--- config.mk ---
export PLATFORM = sky130hd
export DESIGN_NAME = canvas_sampler
export DESIGN_NICKNAME = d
export VERILOG_FILES = /design/src/rtl/canvas_sampler_pkg.sv /design/src/rtl/canvas_sampler_addr_gen.sv /design/src/rtl/canvas_sampler.sv
export SDC_FILE = /design/constraint.sdc
export NUM_CORES = 1
export LEC_CHECK = 0
export CORE_AREA = 2 2 127 129
export DETAILED_ROUTE_END_ITERATION = 6
export DIE_AREA = 0 0 129 131
export PLACE_DENSITY = 0.45
export SLEW_MARGIN = 5
export SYNTH_ARGS = -nofsm -noshare
export SYNTH_HDL_FRONTEND = slang
export SYNTH_SLANG_ARGS = --single-unit
--- constraint.sdc ---
create_clock -name clock -period 7.2 [get_ports clock]
set_clock_uncertainty 0.2 [all_clocks]
set_input_delay 0.72 -clock clock [delete_from_list [all_inputs] [get_ports clock]]
set_output_delay 0.72 -clock clock [all_outputs]
set_load 0.01 [all_outputs]
--- src/rtl/canvas_sampler_pkg.sv ---
// ============================================================================
// Module   : canvas_sampler_pkg
// Purpose  : Canvas geometry shared with the draw/erase datapath, plus the
//            sampler FSM state encodings.
// Revision : 1.0 - initial release
// ============================================================================
`timescale 1ns/1ps
`default_nettype none

package canvas_sampler_pkg;

  // Canvas placement and size in framebuffer coordinates
  localparam int unsigned CANVAS_X0_DEF = 89;
  localparam int unsigned CANVAS_Y0_DEF = 33;
  localparam int unsigned CANVAS_W      = 140;
  localparam int unsigned CANVAS_H      = 196;

  // Reduction cell and NN image size
  localparam int unsigned CELL_W_DEF    = 5;
  localparam int unsigned CELL_H_DEF    = 7;
  localparam int unsigned GRID_DEF      = 28;

  localparam logic [2:0]  BG_COLOUR_DEF = 3'b111;

  // Sampler FSM encoding
  localparam logic [1:0]  ST_IDLE  = 2'd0;
  localparam logic [1:0]  ST_SCAN  = 2'd1;
  localparam logic [1:0]  ST_DRAIN = 2'd2;

endpackage

`default_nettype wire

--- src/rtl/canvas_sampler_addr_gen.sv ---
// ============================================================================
// Module   : canvas_addr_gen
// Purpose  : Walks the canvas one cell at a time (raster order inside a cell,
//            cells row-major) and produces framebuffer read addresses plus
//            first/last-of-cell flags aligned with the presented address.
// Revision : 1.0 - initial release
// ============================================================================
`timescale 1ns/1ps
`default_nettype none

module canvas_addr_gen #(
  parameter int unsigned CANVAS_X0 = 89,
  parameter int unsigned CANVAS_Y0 = 33,
  parameter int unsigned CELL_W    = 5,
  parameter int unsigned CELL_H    = 7,
  parameter int unsigned GRID      = 28
) (
  input  logic       clock,
  input  logic       count_reset,
  input  logic       load_i,
  input  logic       step_i,
  output logic [7:0] x_o,
  output logic [7:0] y_o,
  output logic       first_o,
  output logic       last_o,
  output logic       final_o
);

  localparam logic [2:0] SUB_X_MAX = 3'(CELL_W - 1);
  localparam logic [2:0] SUB_Y_MAX = 3'(CELL_H - 1);
  localparam logic [4:0] CELL_MAX  = 5'(GRID - 1);
  localparam logic [7:0] STEP_X    = 8'(CELL_W);
  localparam logic [7:0] STEP_Y    = 8'(CELL_H);
  localparam logic [7:0] ORG_X     = 8'(CANVAS_X0);
  localparam logic [7:0] ORG_Y     = 8'(CANVAS_Y0);

  logic [2:0] sub_x_q,  sub_x_d;
  logic [2:0] sub_y_q,  sub_y_d;
  logic [4:0] cell_x_q, cell_x_d;
  logic [4:0] cell_y_q, cell_y_d;
  logic [7:0] base_x_q, base_x_d;
  logic [7:0] base_y_q, base_y_d;
  logic [7:0] x_q, x_d;
  logic [7:0] y_q, y_d;

  // Nested counter advance; cell bases are running sums so no multiply is needed
  always_comb begin
    sub_x_d  = sub_x_q;
    sub_y_d  = sub_y_q;
    cell_x_d = cell_x_q;
    cell_y_d = cell_y_q;
    base_x_d = base_x_q;
    base_y_d = base_y_q;
    if (load_i) begin
      sub_x_d  = '0;
      sub_y_d  = '0;
      cell_x_d = '0;
      cell_y_d = '0;
      base_x_d = '0;
      base_y_d = '0;
    end else if (step_i) begin
      if (sub_x_q == SUB_X_MAX) begin
        sub_x_d = '0;
        if (sub_y_q == SUB_Y_MAX) begin
          sub_y_d = '0;
          if (cell_x_q == CELL_MAX) begin
            cell_x_d = '0;
            base_x_d = '0;
            cell_y_d = cell_y_q + 5'd1;
            base_y_d = base_y_q + STEP_Y;
          end else begin
            cell_x_d = cell_x_q + 5'd1;
            base_x_d = base_x_q + STEP_X;
          end
        end else begin
          sub_y_d = sub_y_q + 3'd1;
        end
      end else begin
        sub_x_d = sub_x_q + 3'd1;
      end
    end
    x_d = ORG_X + base_x_d + {5'd0, sub_x_d};
    y_d = ORG_Y + base_y_d + {5'd0, sub_y_d};
  end

  // Counter state; the address registers only move when a new address is issued
  always_ff @(posedge clock or negedge count_reset) begin
    if (!count_reset) begin
      sub_x_q  <= '0;
      sub_y_q  <= '0;
      cell_x_q <= '0;
      cell_y_q <= '0;
      base_x_q <= '0;
      base_y_q <= '0;
      x_q      <= '0;
      y_q      <= '0;
    end else begin
      sub_x_q  <= sub_x_d;
      sub_y_q  <= sub_y_d;
      cell_x_q <= cell_x_d;
      cell_y_q <= cell_y_d;
      base_x_q <= base_x_d;
      base_y_q <= base_y_d;
      if (load_i || step_i) begin
        x_q <= x_d;
        y_q <= y_d;
      end
    end
  end

  assign x_o     = x_q;
  assign y_o     = y_q;
  assign first_o = (sub_x_q == 3'd0) && (sub_y_q == 3'd0);
  assign last_o  = (sub_x_q == SUB_X_MAX) && (sub_y_q == SUB_Y_MAX);
  assign final_o = last_o && (cell_x_q == CELL_MAX) && (cell_y_q == CELL_MAX);

endmodule

`default_nettype wire

--- src/rtl/canvas_sampler.sv ---
// ============================================================================
// Module   : canvas_sampler
// Purpose  : Reads the drawing canvas back from the framebuffer and reduces it
//            to a 28x28 ink-count image, one pixel per 5x7 cell.
// Revision : 1.0 - initial release
// ============================================================================
`timescale 1ns/1ps
`default_nettype none

module canvas_sampler
  import canvas_sampler_pkg::*;
#(
  parameter int unsigned CANVAS_X0 = CANVAS_X0_DEF,
  parameter int unsigned CANVAS_Y0 = CANVAS_Y0_DEF,
  parameter int unsigned CELL_W    = CELL_W_DEF,
  parameter int unsigned CELL_H    = CELL_H_DEF,
  parameter int unsigned GRID      = GRID_DEF,
  parameter logic [2:0]  BG_COLOUR = BG_COLOUR_DEF
) (
  input  logic       clock,
  input  logic       count_reset,
  input  logic       start,
  output logic       busy,
  output logic       rd_en,
  output logic [7:0] x_out,
  output logic [7:0] y_out,
  input  logic [2:0] pix_in,
  output logic       pixel_valid,
  output logic [9:0] pixel_idx,
  output logic [5:0] pixel_data,
  output logic       done
);

  logic [1:0] state_q, state_d;
  logic       addr_load, addr_step;
  logic       addr_first, addr_last, addr_final;

  // Flags delayed one cycle so they line up with the returning read data
  logic       rd_vld_q;
  logic       first_dly_q, last_dly_q, final_dly_q;

  logic [5:0] acc_q;
  logic [9:0] idx_cnt_q;
  logic       pixel_valid_q, done_q;
  logic [9:0] pixel_idx_q;
  logic [5:0] pixel_data_q;

  logic       ink;
  logic [5:0] acc_sum;
  logic       emit;

  canvas_addr_gen #(
    .CANVAS_X0 (CANVAS_X0),
    .CANVAS_Y0 (CANVAS_Y0),
    .CELL_W    (CELL_W),
    .CELL_H    (CELL_H),
    .GRID      (GRID)
  ) u_addr_gen (
    .clock       (clock),
    .count_reset (count_reset),
    .load_i      (addr_load),
    .step_i      (addr_step),
    .x_o         (x_out),
    .y_o         (y_out),
    .first_o     (addr_first),
    .last_o      (addr_last),
    .final_o     (addr_final)
  );

  // Scan control: start is only honoured from IDLE; the address generator
  // freezes on the final address so x_out/y_out hold after the scan
  always_comb begin
    state_d   = state_q;
    addr_load = 1'b0;
    addr_step = 1'b0;
    case (state_q)
      ST_IDLE: begin
        if (start) begin
          state_d   = ST_SCAN;
          addr_load = 1'b1;
        end
      end
      ST_SCAN: begin
        if (addr_final) state_d = ST_DRAIN;
        else            addr_step = 1'b1;
      end
      ST_DRAIN: begin
        if (done_q) state_d = ST_IDLE;
      end
      default: state_d = ST_IDLE;
    endcase
  end

  // FSM state register
  always_ff @(posedge clock or negedge count_reset) begin
    if (!count_reset) state_q <= ST_IDLE;
    else              state_q <= state_d;
  end

  assign busy  = (state_q != ST_IDLE);
  assign rd_en = (state_q == ST_SCAN);

  // The first sample of a cell restarts the count instead of adding to it
  assign ink     = (pix_in != BG_COLOUR);
  assign acc_sum = (first_dly_q ? 6'd0 : acc_q) + {5'd0, ink};
  assign emit    = rd_vld_q && last_dly_q;

  // Read-latency alignment, accumulation and result registers
  always_ff @(posedge clock or negedge count_reset) begin
    if (!count_reset) begin
      rd_vld_q      <= 1'b0;
      first_dly_q   <= 1'b0;
      last_dly_q    <= 1'b0;
      final_dly_q   <= 1'b0;
      acc_q         <= '0;
      idx_cnt_q     <= '0;
      pixel_valid_q <= 1'b0;
      pixel_idx_q   <= '0;
      pixel_data_q  <= '0;
      done_q        <= 1'b0;
    end else begin
      rd_vld_q      <= rd_en;
      first_dly_q   <= addr_first;
      last_dly_q    <= addr_last;
      final_dly_q   <= addr_final;
      pixel_valid_q <= emit;
      done_q        <= emit && final_dly_q;
      if (rd_vld_q) acc_q <= acc_sum;
      if (addr_load) begin
        idx_cnt_q <= '0;
      end else if (emit) begin
        pixel_data_q <= acc_sum;
        pixel_idx_q  <= idx_cnt_q;
        idx_cnt_q    <= idx_cnt_q + 10'd1;
      end
    end
  end

  assign pixel_valid = pixel_valid_q;
  assign pixel_idx   = pixel_idx_q;
  assign pixel_data  = pixel_data_q;
  assign done        = done_q;

endmodule

`default_nettype wire
**Yosys cells after proc, flatten, opt, wreduce, memory -nomap -nowiden**

Cells that the tools add are included.

- Bits in registers: 88
- Input port bits: 6
- Output and inout bits: 36
- Word-level logic and storage cells: 100

- Add/sub/neg operators: 12
- Eq/ne operators: 10
- Mux-type cells: 38
- Bitwise gates (word level): 1
- Reduce and logical (&&, ||, !) cells: 20

Operators by type and width:

| operator | count |
|---|---|
| $mux 8 | 10 |
| $mux 5 | 10 |
| $mux 3 | 7 |
| $mux 10 | 2 |
| $add 8x3->8 | 2 |
| $add 8x3->8 const B | 2 |
| $reduce_bool 2->1 | 6 |
| $add 10x1->10 const B | 1 |
| $add 5x1->5 const B | 2 |
| $eq 5x5->1 const B | 2 |
| $add 6x8->8 const A | 1 |
| $add 7x8->8 const A | 1 |
| $add 3x1->3 const B | 2 |
| $add 6x1->6 | 1 |
| $eq 3x3->1 const B | 2 |
| $logic_and 1x1->1 | 6 |
| $logic_not 3->1 | 2 |
| $mux 2 | 3 |
| $mux 6 | 1 |
| $pmux 2 s3 | 1 |
| $reduce_and 3->1 | 2 |
| $mux 1 | 4 |
| $ne 2x2->1 const B | 2 |
| $reduce_and 4->1 | 1 |
| other kinds (8) | 8 |

**Logic depth before layout (Yosys ltp)**

Gate-level depths: netlist (run 1).

- Depth in word-level cells: 10
- Depth in mapped cells: 17
- Mapped depth without buffers: 17

**Modules after synthesis**

From an unflattened synthesis (run 1), not the netlist that was laid out.

- Cells, all modules: 437
- Area, all modules: 4523.1 µm²

Modules (own cells, without submodules):

| module | times used | cells each | area an instance (µm²) |
|---|---|---|---|
| canvas_addr_gen | 1 | 293 | 2763.9 |
| canvas_sampler | 1 | 144 | 1759.2 |

**Worst setup path before layout (run 1)**

No wires, ideal clock.

- Path type: input to register
- Start: input port start
- End: register u_addr_gen.x_q[6] (netlist: u_addr_gen.x_o[6])
- Library setup time: 0.121 ns
- Data arrival time: 3.182 ns
- Data required time: 6.879 ns
- Setup slack: 3.696 ns
- Cell stages on the path: 12
- Path buffers: 3
- Cell sequence: nor3b_1 -> buf_2 -> clkbuf_1 -> buf_1 -> a21oi_1 -> fa_1 -> a21oi_1 -> o311ai_1 -> a21oi_1 -> a21oi_1 -> xor2_1 -> o22a_1

- Cells in the longest elaborated chain, start to end: 5
- Elaborated cells between the ends (all ways): 7
- Those cells by class: add/sub (2); mux (4); reduce/logical (1)

RTL lines:

| element | line | source |
|---|---|---|
| from (decl) | canvas_sampler.sv:22 | `input logic start,` |
| $mux 1 | canvas_sampler.sv:78 | `if (start) begin` |
| $mux 1 | canvas_sampler.sv:76 | `case (state_q)` |
| $mux 8 | canvas_sampler_addr_gen.sv:54 | `if (load_i) begin` |
| net u_addr_gen.base_x_d[1] | canvas_sampler_addr_gen.sv:41 | `logic [7:0] base_x_q, base_x_d;` |
| $add 7x8->8 | canvas_sampler_addr_gen.sv:82 | `x_d = ORG_X + base_x_d + {5'd0, sub_x_d};` |
| $add 8x3->8 | canvas_sampler_addr_gen.sv:82 |  |
| to (signal assigned) | canvas_sampler_addr_gen.sv:95 | `x_q <= '0;` |
| to (signal assigned) | canvas_sampler_addr_gen.sv:105 | `x_q <= x_d;` |
| to (decl) | canvas_sampler_addr_gen.sv:43 | `logic [7:0] x_q, x_d;` |

The timed path passes the listed nets, and every way through them passes these cells.
A chain may end at the register's enable or synchronous reset.

**Final worst setup path (run 1)**

- Start: register u_addr_gen.cell_x_q[0]
- End: register u_addr_gen.x_q[3] (netlist: u_addr_gen.x_o[3])

- Elaborated cells between the ends (all ways): 15
- Those cells by class: add/sub (2); eq/ne (1); mux (9); reduce/logical (3)

RTL lines:

| element | line | source |
|---|---|---|
| from (decl) | canvas_sampler_addr_gen.sv:39 | `logic [4:0] cell_x_q, cell_x_d;` |
| from (signal assigned) | canvas_sampler_addr_gen.sv:100 | `cell_x_q <= cell_x_d;` |
| $eq 5x5->1 | canvas_sampler_addr_gen.sv:115 | `assign final_o = last_o && (cell_x_q == CELL_MAX) && (cell_y_q == CELL_MAX);` |
| $logic_and 1x1->1 (2 in a row) | canvas_sampler_addr_gen.sv:115 |  |
| $mux 1 | canvas_sampler.sv:84 | `if (addr_final) state_d = ST_DRAIN;` |
| $mux 1 | canvas_sampler.sv:76 |  |
| $mux 3 | canvas_sampler_addr_gen.sv:61 | `end else if (step_i) begin` |
| $mux 3 | canvas_sampler_addr_gen.sv:54 |  |
| net u_addr_gen.sub_x_d[1] | canvas_sampler_addr_gen.sv:37 | `logic [2:0] sub_x_q, sub_x_d;` |
| $add 8x3->8 | canvas_sampler_addr_gen.sv:82 |  |

The timed path passes the listed nets, and every way through them passes these cells.

==> impl_metrics.toml, run 1 <==
[detailed_routing]
post_drt_wl_per_cell_um = 14.7
viasPerCell = 4.64
drt_iter0_drc = 166
drc = 0
drt_pass1_iterations = 4
wirelength_mm = 10.2
via_count = 3222
ant_nets = 0

[worst_setup_path]
ff2ff_path_depth = 12
r2r-end = "u_addr_gen.x_o[3]$_DFFE_PN0P_"
worstPathArrival_ns = 3.82
startpoint_type = "register"
r2r_start = "u_addr_gen.cell_x_q[0]$_DFFE_PN0P_"
setup.worst_path.end_class = "register"
cp.required_ns = 7.27
criticalPathCategory = "register to register"
worstPathMaxFanout = 6
reg2reg_slack_ns = 3.45

[clock_network]
cts_buffers = 9
numClockSinks = 88
clock_latency_ns = 0.35
clk_path_buf_depth = 2
cts_resized = 0
ctsRootBufferMaster = "clkbuf_16"
ctsHoldBuffers = 0
post_cts_buffers = 0
cts_tree = "built"
cts-htree-levels = 3
clk_pin_slew_ns = 0.06

[cells_and_area]
final_cell_count_no_fill = 694
layout-drive-gt1-share_pct = 12.6
regArea_mm2 = 0.00220
fillCellCount = 1591
diodes = 0
area_growth_pct = 19.1
multiInputGateArea_mm2 = 0.00220
nNetsFinal = 498

[grt]
grt-ovfl-total = 0
grt_pass1_wl_mm = 17.4
grt_max_degree = 53
grt_antenna_before_repair = 0
grtUsageTotal_pct = 13.3
grt_pass1_vias = 3321

[power]
p_leak_nw = 2.36
power.total_mw = 1.61
power_density_mw_per_mm2 = 297
peakVddDrop_mv = 0.163

[timing]
min_period_ns = 3.75
fin_ws_ns = 3.45
finalCritPeriodShare_pct = 52.1
max_freq_ghz = 0.267
fin_tns_setup_ns = 0
finalSetupViolations = 0
slew_violations = 0
finalHoldViolCount = 0
rsz0062_at_grt = "no"
relSlewSlack_pct = 46.2
tightest_slew_ns = 0.807

[place]
gp_congestion = 0.784
pre_cts_ws_ns = 3.12
hpwl_mm = 7.03
portBuffers = 41
dp.cells = 680

[synthesis]
ys_types = 63
syn_area_mm2 = 0.00455
synth_top_family_by_area = "simple AND/OR/NAND/NOR gates"
synth_compound_area_share_pct = 11.6
seq_area_frac_synth_pct = 48.4
synth_fa_ha_area_share_pct = 5.01
synth-async-reset-ratio_pct = 100
synthXorXnorAreaFrac_pct = 7.12
synth_edf_count = 0
synth_cells = 438
yosys.area.top_type_share_pct = 48.4
postSynthAreaPerCell_um2 = 10.4
yosys_warnings = 0
synth_flop_cell = "dfrtp_1"
synth_area_leaders = "dfrtp_1, mux2_2, nor2_1"
synthesis.nets = 461
synthSimpleGateAreaFrac_pct = 19.6
synthMostInstantiatedCell = "dfrtp_1"
synth_seq_cells = 88
synth_commonest_cells = "dfrtp_1, nor2_1, a21oi_1, nand2_1, xnor2_1"
synth.largest_area_cell = "dfrtp_1"
muxShareOfSynthArea_pct = 4.90

[floorplanning]
core_area_mm2 = 0.0156
fp.dieH_um = 131
rows = 46
initial_core_util_pct = 29.2
die-area_mm2 = 0.0169
boundaryPins = 42
fp.dieW_um = 129

[worst_hold_path]
hold_path_class = "primary input to asynchronous set/reset pin"

[flow_run]
cap_violations = 0

[status]
outcome = "finished clean"
-- cell usage in the layout, fill, tap and decap left out, types with 3 or more instances in the layout --
| cell | synthesis | final |
|---|---|---|
| xnor2_1 | 21 | 21 |
| and2_1 | 3 | 3 |
| nor2b_1 | 6 | 6 |
| buf_4 | 2 | 3 |
| o21ai_1 | 6 | 6 |
| o21ai_0 | 14 | 14 |
| nand4b_1 | 3 | 3 |
| mux2_2 | 18 | 18 |
| dfrtp_1 | 88 | 88 |
| nor3_2 | 4 | 4 |
| inv_1 | 15 | 15 |
| and4b_1 | 3 | 3 |
| nand4_1 | 7 | 7 |
| nand2_1 | 33 | 33 |
| nor2_1 | 54 | 54 |
| and3_1 | 4 | 4 |
| a21o_1 | 9 | 9 |
| clkdlybuf4s50_1 | 0 | 40 |
| nor3_1 | 5 | 5 |
| nand3_1 | 14 | 14 |
| clkbuf_16 | 0 | 9 |
| or3_1 | 3 | 3 |
| a21oi_1 | 33 | 33 |
| xor2_1 | 16 | 16 |
| ha_1 | 15 | 15 |
-- power breakdown --
part           total, mW  switching, mW  internal (mW)
Sequential         0.672         0.0838          0.588
Clock              0.431          0.192          0.239
Combinational      0.504          0.262          0.242
-- worst max path at each step --
stage	slack [ns]	cells after the start	startpoint	endpoint
after global placement	3.16	16	start	u_addr_gen.x_o[6]$_DFFE_PN0P_
after floorplan	3.70	12	start	u_addr_gen.x_o[6]$_DFFE_PN0P_
after detailed placement	3.12	16	start	u_addr_gen.x_o[6]$_DFFE_PN0P_
after global routing	3.13	15	u_addr_gen.cell_x_q[0]$_DFFE_PN0P_	u_addr_gen.x_o[6]$_DFFE_PN0P_
after CTS	3.44	12	u_addr_gen.cell_x_q[0]$_DFFE_PN0P_	u_addr_gen.x_o[3]$_DFFE_PN0P_
final	3.45	12	u_addr_gen.cell_x_q[0]$_DFFE_PN0P_	u_addr_gen.x_o[3]$_DFFE_PN0P_
-- flip-flops by register name, indices dropped and copies added, names as in the netlist, 6 cells and up --
name                 count
idx_cnt_q               10
pixel_idx               10
u_addr_gen.base_x_q      8
u_addr_gen.base_y_q      8
u_addr_gen.x_o           8
u_addr_gen.y_o           8
acc_q                    6
pixel_data               6
-- cell type report --
cell class / instances / area share, %
clock buffers: 11 / 4.48
clock inverters: 3 / 0.370
inverters: 16 / 1.11
multi-input cells: 317 / 40.6
flip-flops and latches: 88 / 40.7
well taps: 216 / 4.99
repair buffers: 43 / 7.81
-- critical path: stages (launching register included) --
cell      delay, ns
dfrtp_1        0.38
ha_1           0.21
nand4b_1       0.42
o41ai_1        0.67
a32oi_1        0.09
nor2_1         0.33
ha_1           0.30
a21o_1         0.18
a21o_1         0.26
xnor2_1        0.18
nor2_1         0.05
a221o_1        0.27
o21ai_1        0.12
-- per-layer routing --
metal	share of wire, %	routed length (um)	track usage (%)
met3	4.2	426	3.38
met2	43	4430	21.1
met1	51	5220	17.9
met4	1.4	138	4.22
met5	0	0	0
-- per-stage QoR --
stage	hold WS [ns]	instance area [um2]	utilization (%)
finish	0.130	5420	34.7
floorplan	0.224	4550	-
detailed placement	0.265	5150	33.0
global placement	0.271	5150	33.0
CTS	0.148	5420	34.7
global route	0.170	5420	34.7
-- cells by family (layout without fill, tap and decap cells) --
family                   count (synthesis)  in the layout
AND/OR/NAND/NOR                        161            161
flip-flops                              88             88
AO/OA/AOI/OAI                           82             82
XOR/XNOR                                37             37
buffers and inverters                   33             73
multiplexers                            20             20
adder cells (fa/ha/maj)                 17             17
No activity file was read; power rests on OpenSTA's default activity.
==> run 2, diff against run 1 <==
==> constraint.sdc (replaced) <==
create_clock -name clock -period 3.6 [get_ports clock]
set_clock_uncertainty 0.2 [all_clocks]
set_input_delay 0.36 -clock clock [delete_from_list [all_inputs] [get_ports clock]]
set_output_delay 0.36 -clock clock [all_outputs]
set_load 0.01 [all_outputs]
==> impl_metrics.toml, run 2 (synthesis results as in run 1) <==
[timing]
max_freq_ghz = 0.291
fin_tns_setup_ns = 0
slew_violations = 0
finalSetupViolations = 0
tightest_slew_ns = 0.954
fin_ws_ns = 0.164
relSlewSlack_pct = 36.4
finalCritPeriodShare_pct = 95.5
hold_slack_ns = -0.0330
finalHoldViolCount = 73
min_period_ns = 3.44

[floorplanning]
fp.dieH_um = 131
die-area_mm2 = 0.0169
core_area_mm2 = 0.0156
rows = 46
boundaryPins = 42
fp.dieW_um = 129
initial_core_util_pct = 29.2

[power]
peakVddDrop_mv = 0.297
power_density_mw_per_mm2 = 590
p_leak_nw = 2.51

[grt]
grtUsageTotal_pct = 13.2
use_met1_pct = 17.2
top_usage_layer = "met2"
grt_max_degree = 76
grt_pass1_wl_mm = 17.2
grt-ovfl-total = 0
met2_usage_pct = 20.9
grt_pass1_vias = 3362
grt_antenna_before_repair = 0
met3_usage_pct = 4.56

[detailed_routing]
via_count = 3339
ant_nets = 0
post_drt_wl_per_cell_um = 14.3
wirelength_mm = 10.3
drt_iter0_drc = 151
drt_pass1_iterations = 4
viasPerCell = 4.64
drc = 0

[worst_setup_path]
r2r-end = "u_addr_gen.x_o[3]$_DFFE_PN0P_"
criticalPathCategory = "register to register"
ff2ff_path_depth = 13
r2r_start = "u_addr_gen.sub_x_q[0]$_DFF_PN0_"
setup.worst_path.end_class = "register"
cp.required_ns = 3.68
worstPathMaxFanout = 6
reg2reg_slack_ns = 0.16
startpoint_type = "register"
worstPathArrival_ns = 3.51

[place]
gp_congestion = 0.820
portBuffers = 41
pre_cts_ws_ns = 0.150
hpwl_mm = 7.20

[clock_network]
clk_path_buf_depth = 2
cts_buffers = 9
ctsHoldBuffers = 0
clk_pin_slew_ns = 0.06
cts-htree-levels = 3
clock_latency_ns = 0.35
ctsRootBufferMaster = "clkbuf_16"
cts_tree = "built"
numClockSinks = 88

[status]
outcome = "finished, violations left"
violations = "hold timing"

[cells_and_area]
area_growth_pct = 24.9
layout_common_cells = "dfrtp_1, nor2_1, clkdlybuf4s50_1, nand2_1, a21oi_1"
utilization_pct = 36.4
layout-drive-gt1-share_pct = 18.7
final_common_cell = "dfrtp_1"
nNetsFinal = 522
diodes = 0
fillCellCount = 1571

[flow_run]
cap_violations = 0

[worst_hold_path]
hold_path_class = "primary input to asynchronous set/reset pin"
-- run 2: changes by cell type in the layout (fill, tap and decap cells not counted), moves of 2 or more --
| cell | before | now |
|---|---|---|
| ha_1 | 15 | 13 |
| clkbuf_8 | 1 | 4 |
| ha_2 | 0 | 2 |
| buf_4 | 3 | 26 |
-- run 2: final cells by class --
cell class                      instances  area (um2)  share of cell area [%]
Inverter                               16        60.1                    1.06
Tap cell                              216         270                    4.75
Clock buffer                           13         280                    4.93
Sequential cell                        88        2200                    38.7
Clock inverter                          3        23.8                   0.418
Multi-Input combinational cell        317        2230                    39.3
Timing Repair Buffer                   67         616                    10.8
-- run 2: worst max path at each step --
stage,cells after the start,to,slack [ns],startpoint
3_5_place_dp,15,u_addr_gen.x_o[6]$_DFFE_PN0P_,0.15,u_addr_gen.cell_x_q[0]$_DFFE_PN0P_
5_1_grt,14,u_addr_gen.x_o[6]$_DFFE_PN0P_,-0.01,u_addr_gen.sub_x_q[0]$_DFF_PN0_
2_1_floorplan,17,u_addr_gen.x_o[6]$_DFFE_PN0P_,0.36,u_addr_gen.cell_x_q[0]$_DFFE_PN0P_
4_1_cts,15,u_addr_gen.x_o[6]$_DFFE_PN0P_,0.14,u_addr_gen.cell_x_q[0]$_DFFE_PN0P_
6_report,13,u_addr_gen.x_o[3]$_DFFE_PN0P_,0.16,u_addr_gen.sub_x_q[0]$_DFF_PN0_
3_3_place_gp,15,u_addr_gen.x_o[6]$_DFFE_PN0P_,0.17,u_addr_gen.cell_x_q[0]$_DFFE_PN0P_
-- run 2: metrics by stage --
stage	power (mW)	cells	cell area [um2]
final	3.35	720	5680
after global routing	3.60	720	5680
after CTS	3.39	717	5630
after detailed placement	2.41	701	5320
after global placement	2.41	701	5320
after floorplan	2.01	438	4550
-- run 2: metal layers --
layer	wire, um	up-vias
met5	0	-
met2	4680	76
met3	466	13
met1	5010	1614
li1	-	1636
met4	128	0
-- run 2: critical path: stages, from the launching register on --
cell,delay (ns)
dfrtp_1,0.38
inv_1,0.09
ha_1,0.27
and4b_1,0.32
o211ai_1,0.15
buf_4,0.18
or3_1,0.30
a21oi_1,0.25
ha_1,0.32
a21o_1,0.26
xnor2_1,0.19
nor2_1,0.06
a221o_1,0.28
o21ai_1,0.12
-- run 2: timing repair --
action | in CTS | in global routing
setup buffers | 0 | 3
gates resized for setup | 0 | 8
setup endpoints to repair | 0 | 4
-- run 2: report_power, final --
group	internal [mW]	switching, mW
combinational	0.536	0.546
clock	0.544	0.389
sequential	1.17	0.161
total	2.26	1.10
==> run 3, diff against run 2 <==
--- a/config.mk
+++ b/config.mk
@@ -9,6 +9,7 @@
 export DETAILED_ROUTE_END_ITERATION = 6
 export DIE_AREA = 0 0 129 131
 export PLACE_DENSITY = 0.45
+export RECOVER_POWER = 100
 export SLEW_MARGIN = 5
 export SYNTH_ARGS = -nofsm -noshare
 export SYNTH_HDL_FRONTEND = slang
==> impl_metrics.toml, run 3 (synthesis results as in run 1) <==
[power]
seq_power_share_pct = 40.2
clkPwrFrac_pct = 28.2
comb_power_share_pct = 31.7
p_sw_share_pct = 32.9
switching_power_mw = 1.09
p_int_mw = 2.23
p_leak_nw = 2.56
power_density_mw_per_mm2 = 587
power.total_mw = 3.32
peakVddDrop_mv = 0.294

[worst_hold_path]
hp-start = "u_addr_gen.y_o[1]$_DFFE_PN0P_"
worstHoldEndpoint = "u_addr_gen.y_o[1]$_DFFE_PN0P_"
hold_depth = 2
hold_path_class = "register to register"

[grt]
grt_max_degree = 76
grt-ovfl-total = 0
grt_antenna_before_repair = 0
grt_pass1_vias = 3362
grtUsageTotal_pct = 13.2
grt_pass1_wl_mm = 17.2

[clock_network]
ctsRootBufferMaster = "clkbuf_16"
cts-htree-levels = 3
ctsHoldBuffers = 0
numClockSinks = 88
cts_tree = "built"
clock_latency_ns = 0.35
clk_path_buf_depth = 2
cts_buffers = 9
clk_pin_slew_ns = 0.06

[flow_run]
cap_violations = 1

[status]
violations = "capacitance limit, slew limit"
outcome = "finished, violations left"

[worst_setup_path]
r2r_start = "u_addr_gen.sub_x_q[0]$_DFF_PN0_"
worstPathMaxFanout = 6
reg2reg_slack_ns = 0.18
cp.required_ns = 3.68
ff2ff_path_depth = 13
setup.worst_path.end_class = "register"
worstPathArrival_ns = 3.49
startpoint_type = "register"
criticalPathCategory = "register to register"
r2r-end = "u_addr_gen.x_o[3]$_DFFE_PN0P_"

[timing]
fin_ws_ns = 0.183
min_period_ns = 3.42
relSlewSlack_pct = -25.2
finalSetupViolations = 0
hold_slack_ns = 0.270
finalHoldViolCount = 0
tightest_slew_ns = 1.88
finalCritPeriodShare_pct = 94.9
slew_violations = 76
max_freq_ghz = 0.293

[cells_and_area]
multiInputGateArea_mm2 = 0.00222
area_growth_pct = 24.2
layout_common_cells = "dfrtp_1, nor2_1, dlygate4sd3_1, nand2_1, a21oi_1"
diodes = 0
final_common_cell = "dfrtp_1"
utilization_pct = 36.2
fillCellCount = 1576
nNetsFinal = 522
layout-drive-gt1-share_pct = 16.9
regArea_mm2 = 0.00220
finalInstanceArea_mm2 = 0.00565

[detailed_routing]
via_count = 3347
wirelength_mm = 10.2
ant_nets = 0
drc = 0
post_drt_wl_per_cell_um = 14.2
viasPerCell = 4.65
drt_iter0_drc = 186
drt_pass1_iterations = 4

[place]
portBuffers = 41
pre_cts_ws_ns = 0.150
place_area_mm2 = 0.00532
gp_congestion = 0.820
hpwl_mm = 7.20

[floorplanning]
boundaryPins = 42
core_area_mm2 = 0.0156
fp.dieW_um = 129
fp.dieH_um = 131
die-area_mm2 = 0.0169
rows = 46
initial_core_util_pct = 29.2
run 3: routing by layer:
metal | vias up | part of all wire, % | track usage [%]
li1 | 1639 | - | -
met5 | - | 0 | 0
met1 | 1617 | 49 | 17.2
met3 | 13 | 4.7 | 4.56
met2 | 78 | 45 | 20.9
met4 | 0 | 1.3 | 3.96
run 3: repair_timing:
item | in CTS | in global routing
setup buffers | 0 | 3
resized for setup | 0 | 8
endpoints found under the setup margin | 0 | 4
run 3: worst max path at each step:
| stage | from | endpoint | depth (start not counted) | slack [ns] |
|---|---|---|---|---|
| after global placement | u_addr_gen.cell_x_q[0]$_DFFE_PN0P_ | u_addr_gen.x_o[6]$_DFFE_PN0P_ | 15 | 0.17 |
| after global routing | u_addr_gen.sub_x_q[0]$_DFF_PN0_ | u_addr_gen.x_o[6]$_DFFE_PN0P_ | 14 | -0.01 |
| after floorplan | u_addr_gen.cell_x_q[0]$_DFFE_PN0P_ | u_addr_gen.x_o[6]$_DFFE_PN0P_ | 17 | 0.36 |
| after CTS | u_addr_gen.cell_x_q[0]$_DFFE_PN0P_ | u_addr_gen.x_o[6]$_DFFE_PN0P_ | 15 | 0.14 |
| after detailed placement | u_addr_gen.cell_x_q[0]$_DFFE_PN0P_ | u_addr_gen.x_o[6]$_DFFE_PN0P_ | 15 | 0.15 |
| final | u_addr_gen.sub_x_q[0]$_DFF_PN0_ | u_addr_gen.x_o[3]$_DFFE_PN0P_ | 13 | 0.18 |
run 3: per-stage QoR:
stage	TNS, ns	std cells
4_1_cts	0	717
6_report	0	720
5_1_grt	-0.0147	720
2_1_floorplan	0	438
3_5_place_dp	0	701
3_3_place_gp	0	701
run 3: area by class of cell:
class,count,share of cell area (%)
Inverter,16,1.06
Timing Repair Buffer,67,10.5
Tap cell,216,4.78
Clock buffer,13,4.96
Clock inverter,3,0.421
Multi-Input combinational cell,317,39.3
Sequential cell,88,39.0
run 3: worst max-delay path, stage by stage, from the launching register on:
cell	delay, ns
dfrtp_1	0.38
inv_1	0.09
ha_1	0.26
and4b_1	0.32
o211ai_1	0.15
buf_4	0.18
or3_1	0.30
a21oi_1	0.25
ha_1	0.32
a21o_1	0.26
xnor2_1	0.19
nor2_1	0.06
a221o_1	0.28
o21ai_1	0.12
run 3: power groups by stage:
stage | Combinational, mW | Sequential, mW | Clock [mW]
after floorplan | 0.665 | 1.35 | 0
after global placement | 1.06 | 1.35 | 0
after detailed placement | 1.06 | 1.35 | 0
after CTS | 1.07 | 1.34 | 0.977
after global routing | 1.18 | 1.37 | 1.02
final | 1.05 | 1.33 | 0.933
